--- config.mk ---
export PLATFORM = sky130hd
export DESIGN_NAME = game_level_ctrl
export DESIGN_NICKNAME = d
export VERILOG_FILES = /design/src/rtl/game_pkg.sv /design/src/rtl/rise_edge.sv /design/src/rtl/game_level_ctrl.sv
export SDC_FILE = /design/constraint.sdc
export NUM_CORES = 1
export LEC_CHECK = 0
export CORE_MARGIN = 1
export CORE_UTILIZATION = 34
export DETAILED_ROUTE_END_ITERATION = 7
export MAX_ROUTING_LAYER = met4
export PLACE_DENSITY = 0.85
export SLEW_MARGIN = 20
export SYNTH_ARGS = -nofsm -noshare
export SYNTH_HDL_FRONTEND = slang
export SYNTH_SLANG_ARGS = --single-unit
--- constraint.sdc ---
create_clock -name clk -period 2.1 [get_ports clk]
set_input_delay 0.63 -clock clk [delete_from_list [all_inputs] [get_ports clk]]
set_output_delay 0.63 -clock clk [all_outputs]
set_load 0.05 [all_outputs]
--- src/rtl/game_pkg.sv ---
// Shared types and status encodings for the number-guessing game level controller.
package game_pkg;

    typedef enum logic [1:0] {
        PLAY    = 2'd0,
        ADVANCE = 2'd1,
        WIN     = 2'd2,
        LOSE    = 2'd3
    } game_state_t;

    localparam logic [1:0] ST_PLAY = 2'b11;
    localparam logic [1:0] ST_ADV  = 2'b10;
    localparam logic [1:0] ST_WIN  = 2'b01;
    localparam logic [1:0] ST_LOSE = 2'b00;

    function automatic logic is_final(input game_state_t s);
        return (s == WIN) || (s == LOSE);
    endfunction

endpackage

--- src/rtl/rise_edge.sv ---
// Rising-edge detector; previous value resets high so a level held through reset is no edge.
module rise_edge (
    input  logic clk,
    input  logic restart,
    input  logic din,
    output logic pulse
);

    logic prev_q;

    always_ff @(posedge clk or negedge restart) begin
        if (!restart) begin
            prev_q <= 1'b1;
        end else begin
            prev_q <= din;
        end
    end

    assign pulse = din & ~prev_q;

endmodule

--- src/rtl/game_level_ctrl.sv ---
// Level controller: walks the player through NUM_LEVELS levels, detects win/loss/timeout,
// and derives per-level digit count and miss budget from the registered level.
module game_level_ctrl
    import game_pkg::*;
#(
    parameter int unsigned NUM_LEVELS      = 3,
    parameter int unsigned LVL_W           = 2,
    parameter int unsigned TIMER_W         = 7,
    parameter int unsigned GUESS_W         = 3,
    parameter int unsigned ROUND_W         = 3,
    parameter int unsigned ROUNDS_TO_CLEAR = 5,
    parameter int unsigned BASE_MISSES     = 3,
    parameter int unsigned DIGIT_BASE      = 1
) (
    input  logic               clk,
    input  logic               restart,
    input  logic               confirm_btn,
    input  logic [TIMER_W-1:0] timer,
    input  logic               timer_run,
    input  logic [GUESS_W-1:0] incorrect_guesses,
    input  logic [ROUND_W-1:0] round,
    input  logic               new_game,
    output logic [LVL_W-1:0]   level,
    output logic [LVL_W:0]     max_digit,
    output logic [GUESS_W-1:0] max_incorrect,
    output logic [1:0]         status,
    output logic               level_up,
    output logic               game_done
);

    if (NUM_LEVELS < 1 || (2 ** LVL_W) < NUM_LEVELS) begin : g_bad_params
        $error("game_level_ctrl: LVL_W too small for NUM_LEVELS");
    end

    localparam logic [LVL_W-1:0]   LastLevel = LVL_W'(NUM_LEVELS - 1);
    localparam logic [ROUND_W-1:0] ClearRnd  = ROUND_W'(ROUNDS_TO_CLEAR);

    game_state_t      state_q, state_d;
    logic [LVL_W-1:0] level_q, level_d;
    logic             done_q, done_d;
    logic             conf_edge;

    rise_edge u_conf_edge (
        .clk     (clk),
        .restart (restart),
        .din     (confirm_btn),
        .pulse   (conf_edge)
    );

    // One extra bit on each sum exposes overflow to the assertions below.
    logic [GUESS_W:0] budget_ext;
    logic [LVL_W+1:0] digit_ext;
    logic [GUESS_W-1:0] budget;

    assign budget_ext = (GUESS_W+1)'(BASE_MISSES) + (GUESS_W+1)'(level_q);
    assign digit_ext  = (LVL_W+2)'(DIGIT_BASE) + (LVL_W+2)'(level_q);
    assign budget     = budget_ext[GUESS_W-1:0];

    always_comb begin
        state_d = state_q;
        level_d = level_q;
        unique case (state_q)
            PLAY: begin
                // Timeout and miss-out both outrank a level clear.
                if (timer_run && (timer == '0)) begin
                    state_d = LOSE;
                end else if (conf_edge) begin
                    if (incorrect_guesses >= budget) begin
                        state_d = LOSE;
                    end else if (round >= ClearRnd) begin
                        state_d = (level_q == LastLevel) ? WIN : ADVANCE;
                    end
                end
            end
            ADVANCE: begin
                state_d = PLAY;
                level_d = level_q + LVL_W'(1);
            end
            WIN, LOSE: begin
                if (new_game) begin
                    state_d = PLAY;
                    level_d = '0;
                end
            end
            default: begin
                state_d = PLAY;
                level_d = '0;
            end
        endcase
    end

    assign done_d = is_final(state_d) && !is_final(state_q);

    always_ff @(posedge clk or negedge restart) begin
        if (!restart) begin
            state_q <= PLAY;
            level_q <= '0;
            done_q  <= 1'b0;
        end else begin
            state_q <= state_d;
            level_q <= level_d;
            done_q  <= done_d;
        end
    end

    always_comb begin
        level         = level_q;
        max_digit     = digit_ext[LVL_W:0];
        max_incorrect = budget;
        status        = ST_PLAY;
        level_up      = 1'b0;
        game_done     = done_q;
        unique case (state_q)
            PLAY: status = ST_PLAY;
            ADVANCE: begin
                status   = ST_ADV;
                level_up = 1'b1;
            end
            WIN: begin
                status        = ST_WIN;
                max_digit     = '0;
                max_incorrect = '0;
            end
            LOSE: begin
                status        = ST_LOSE;
                max_digit     = '0;
                max_incorrect = '0;
            end
            default: status = ST_PLAY;
        endcase
    end

    a_budget_fits: assert property (@(posedge clk) disable iff (!restart)
        budget_ext[GUESS_W] == 1'b0);
    a_digits_fit: assert property (@(posedge clk) disable iff (!restart)
        digit_ext[LVL_W+1] == 1'b0);

endmodule

# == Word level (Yosys, flattened, before mapping) ==
# Cells that the tools add are included.
# W data, S select, Z words.
# word_totals
ff_bits,6
in_bits,18
output_inout_bits,12
wordCells,41
# classes
addsub,3
n_lt_le_gt_ge,2
n_eq_ne,7
muxes,13
bitwise_logic,2
n_reduce_logical,10
# ops
op,n
$mux W2,7
$eq A2 B2 Y1 const B,5
$pmux W2 S4,1
$logic_not A7 Y1,1
$mux W3,2
$pmux W2 S3,1
$pmux W2 S2,1
$add A1 B2 Y3 const A,1
$add A2 B2 Y3 const A,1
$ge A3 B3 Y1,1
$ge A3 B3 Y1 const B,1
$add A2 B1 Y2 const B,1
$eq A2 B1 Y1 const B,1
$logic_and A1 B1 Y1,2
$logic_not A2 Y1,1
$logic_or A1 B1 Y1,2
$ne A2 B1 Y1 const B,1
$reduce_and A2 Y1,1
$reduce_bool A2 Y1,1
$reduce_or A2 Y1,1
$and A1 B1 Y1,1
$logic_not A1 Y1,1
$mux W1,1
$not A1 Y1,1

# == Logic depth before layout (Yosys ltp) ==
# logic_depth
depth_word,10
ltp_mapped,7
depth_no_buf,7

# == Hierarchy ==
# A second synthesis with hierarchy kept.
# unflattened
hier_cells,52
area_unflattened_um2,439.2
# modules_own_cells
module,instances,cells_each,area_each_um2
game_level_ctrl,1,50,399.1
rise_edge,1,2,40.0

# == Least setup slack after synthesis ==
# OpenSTA, ideal clock, no wires.
# synth_timing
path_type,register to output
start,reg level_q[0] (netlist: level[0])
end,out max_digit[1]
t_arrival_ns,1.931
required_ns,1.470
setup_slack_ns,-0.461
stages_incl_launch_ff,4
n_path_buf,0
path_cell_list,dfrtp_1 inv_1 ha_1 nor2b_1
# synth_between
elab_chain_len,2
# synth_rtl
item,line,rtl
"start, declared",game_level_ctrl.sv:39,"logic [LVL_W-1:0] level_q, level_d;"
"start signal, assigned",game_level_ctrl.sv:101,level_q <= level_d;
$add A1 B2 Y3,game_level_ctrl.sv:56,assign digit_ext = (LVL_W+2)'(DIGIT_BASE) + (LVL_W+2)'(level_q);
$mux W3,game_level_ctrl.sv:113,unique case (state_q)
"end, declared",game_level_ctrl.sv:24,"output logic [LVL_W:0] max_digit,"
# Every way passes these cells.

# == Worst setup path in the final report ==
# layout_timing
start,in incorrect_guesses[0]
end,reg done_q (netlist: game_done)
# layout_between
elab_chain_len,8
# layout_rtl
item,line,rtl
"start, declared",game_level_ctrl.sv:20,"input logic [GUESS_W-1:0] incorrect_guesses,"
$ge A3 B3 Y1 (*),game_level_ctrl.sv:68,if (incorrect_guesses >= budget) begin
$mux W2 (*),game_level_ctrl.sv:68,
$mux W2 (*),game_level_ctrl.sv:67,end else if (conf_edge) begin
$mux W2 (*),game_level_ctrl.sv:65,if (timer_run && (timer == '0)) begin
$pmux W2 S3 (*),game_level_ctrl.sv:62,unique case (state_q)
$eq A2 B2 Y1,game_pkg.sv:17,return (s == WIN) || (s == LOSE);
$logic_or A1 B1 Y1 (*),game_pkg.sv:17,
$logic_and A1 B1 Y1 (*),game_level_ctrl.sv:92,assign done_d = is_final(state_d) && !is_final(state_q);
via done_d,game_level_ctrl.sv:40,"logic done_q, done_d;"
"end signal, assigned",game_level_ctrl.sv:102,done_q <= done_d;
"end, declared",game_level_ctrl.sv:40,
# The timed path passes the listed nets; every way through them passes the cells marked *.
# A chain may end at the register's enable or synchronous reset.

==> results.md <==
- #FFs+latches synth: 6
- Effective utilization at floorplan: between 30% and 40%
- Htree depth: 1
- Setup Buffers After CTS: 0
- Core box area: ~1200 µm²
- # clock sinks: 6
- Port bufs: 29
- Register area: 154 µm²
- Power Total: approximately 1.7 mW
- Worst setup EP type: flip-flop
- Maximum root-to-sink buffer count: 2
- Area occupied by multi-input gates: 314 µm²
- Mux share of post-synthesis cell area: 0%
- Die W: between 30 and 40 µm
- Area contributors post-synth: dfrtp_1, ha_1, nor2_1
- Clock latency on the worst-skew pair: 260 ps
- Clock-pin transition on the worst setup and hold timing paths: 50 ps
- Seq/Total Area, Yosys: 33.4%
- Final min period: 2020 ps
- Max capacitance violation total: 0
- CTS Buf Count: 3
- DR vias: 487
- Area delta synth->final: 98.9%
- Die ar.: between 1000 and 1500 µm²
- Post-synthesis adder-cell area fraction: 16.6%
- Hold_buf cts: 0
- Clock power frac: 7.3%
- CP Data Arrival Time: between 2000 and 2500 ps
- Outcome: completed
- Switch Pwr: between 0.8 and 0.9 mW
- Grt ovf: 0
- Initial DRC Count: 4
- CTS tree: built
- Initial antenna violation count: 0
- Die Y: 38.5 µm
- Synthesized Nets: 77
- EDFF count, synth: 0
- Post-synthesis cell type count: 20
- Synth Area in Compound Gates: 18.2%
- Max Freq: 0.494 GHz
- Maximum fanout along the worst path: 2
- Leading cell type by number of instances after synthesis: nor2_1
- Slew headroom: 63.7%
- Post-layout nets: 109
- Global-route usage over all layers: 22.0%
- First-pass GRT wire length: approximately 2.0 mm
- Worst slew pin tran: 545 ps
- Int Pwr: 0.825 mW
- Final setup viols: 0
- Syn Inst Count: 53
- Main combinational cell family by area after synthesis: simple AND/OR/NAND/NOR gates
- Ys Warns: 0
- Root Buffer: clkbuf_4
- Crit Path Class: in2reg
- WL final: 1.17 mm
- Gate power share: approximately four fifths
- Flop pwr share: 14.3%
- GP Congestion: 0.779
- Dpl hpwl: ~970 µm
- Required time worst endpoint: 2220 ps
- Worst VDD drop: 0.860 mV
- Setup TNS: 0 ps
- Synthesized area per cell: 8.55 µm²
- ANT nets after route: 0
- Post-synth top cells: nor2_1, ha_1, dfrtp_1, nand2_1, nor2b_1
- PD cells: 1850 nW/µm²
- Cell taking the most area after synthesis: dfrtp_1
- ANT cells: 0
- Hold Crit Class: in2async
- Asr flop ratio synth: between 90% and 100%
- Worst clock skew: 4.06 ps
- Fin. max-slew vios: 0
- Fin crit share: slightly below 100%
- Share of cells above drive strength 1: 36.9%
- Vias in the first global route: 479
- Pin count of the biggest net entering global routing: 12
- FP Rows: 12
- Switching fraction of total power: 50.5%
- Boundary Pins: 30
- Synth Area in Simple Gates: a little over a fifth
- Xor/xnor share of the synthesized area: 1.93%
- Worst hold slack: 610 ps
- Startpoint type of the worst setup path: input pin
- Router iterations before antenna repair: 4
- Drt drc: 0
- Ys flop type: dfrtp_1
- Top cell type's share of synthesized area: 27.6%
- Post-Syn Area: roughly 450 µm²
- Pleak: 0.383 nW
- Number of fill cells: a little over 90
- Final hold violation count: 0
- WL per Instance: 11.9 µm
- Vias per Instance: 4.97
==> placed cells by master, fill, tap and decap left out <==
master / Yosys / routed
ha_4: 0 / 1
nor2_1: 9 / 6
inv_1: 3 / 3
clkbuf_4: 0 / 3
dfrtp_1: 5 / 3
nor2_4: 0 / 1
dfrtp_2: 0 / 2
ha_1: 6 / 5
xnor2_1: 1 / 1
a21oi_2: 0 / 1
dfstp_2: 1 / 1
inv_2: 2 / 2
nand2_1: 5 / 5
nor3_1: 1 / 1
o211ai_2: 2 / 2
clkbuf_1: 0 / 1
nor2b_1: 4 / 1
o21ai_0: 3 / 3
buf_12: 0 / 8
clkdlybuf4s50_1: 0 / 18
nor2_2: 0 / 2
a2111oi_4: 0 / 1
a211oi_1: 1 / 1
nor2b_2: 0 / 3
and4b_1: 1 / 1
buf_4: 1 / 4
nor4_1: 1 / 1
o21ai_1: 3 / 3
==> routing by layer <==
metal	wire [µm]	vias to the layer above	GRT usage, %
met4	57	0	18.1
met5	0	-	-
met2	579	31	35.0
met3	90	4	7.56
met1	440	214	21.3
li1	-	238	-
==> worst max-delay path: stages <==
cell and delay, ps:
clkdlybuf4s50_1 450, inv_1 40, ha_1 290, nor2b_2 140, o211ai_2 120, a2111oi_4 390, nor3_1 80
==> worst paths after layout <==
kind                                            from                 end  slack [ps]  cells after the start
worst max-delay path            incorrect_guesses[0]           game_done          80                      7
max in group asynchronous                    restart  u_conf_edge.prev_q        1220                      1
worst min register to register              level[0]            level[0]         650                      3
worst min-delay path                         restart           game_done         610                      1
min in group clk                            level[0]            level[0]         650                      3
worst max register to register              level[0]           game_done         210                      7
==> what timing repair did <==
action | in CTS | in global routing
resized for setup | 0 | 3
endpoints found under the setup margin | 0 | 2
endpoints found under the hold margin | 0 | 0
==> flip-flops by register name, indices dropped and copies added (netlist names) <==
register	count
game_done	1
u_conf_edge.prev_q	1
level	2
state_q	2
==> power by group through the flow <==
stage | combinational [mW] | sequential (mW) | clock (mW)
2_1_floorplan | 0.712 | 0.281 | 0
3_5_place_dp | 1.28 | 0.237 | 0
5_1_grt | 1.39 | 0.247 | 0.138
4_1_cts | 1.28 | 0.235 | 0.125
3_3_place_gp | 1.26 | 0.233 | 0
6_report | 1.31 | 0.238 | 0.122
==> per-stage QoR <==
step           worst slack (ps)  instance area [µm²]  cells  utilization, %
6_report                   76.8                  901     98            76.9
5_1_grt                   -10.3                  901     98            76.9
4_1_cts                    37.5                  882     98            75.3
3_5_place_dp               -225                  856     94            73.1
3_3_place_gp               -195                  856     94            73.1
2_1_floorplan             -29.4                  485     53               -
==> layout make-up <==
cell class                 instances  area share, %
clock buffer                       4           2.92
inverter                           5           2.08
multi-input combinational         39           34.9
sequential                         6           17.1
tap                               14           1.94
timing repair buffer              30           41.1
==> cells by family after synthesis <==
logic type,count (synthesis)
xor gates and xnor gates,1
AOI/OAI and AO/OA,11
and+or+nand+nor,21
DFF,6
adders and majority gates,6
buffers and inverters,8
No activity file was read; power rests on OpenSTA's default activity.
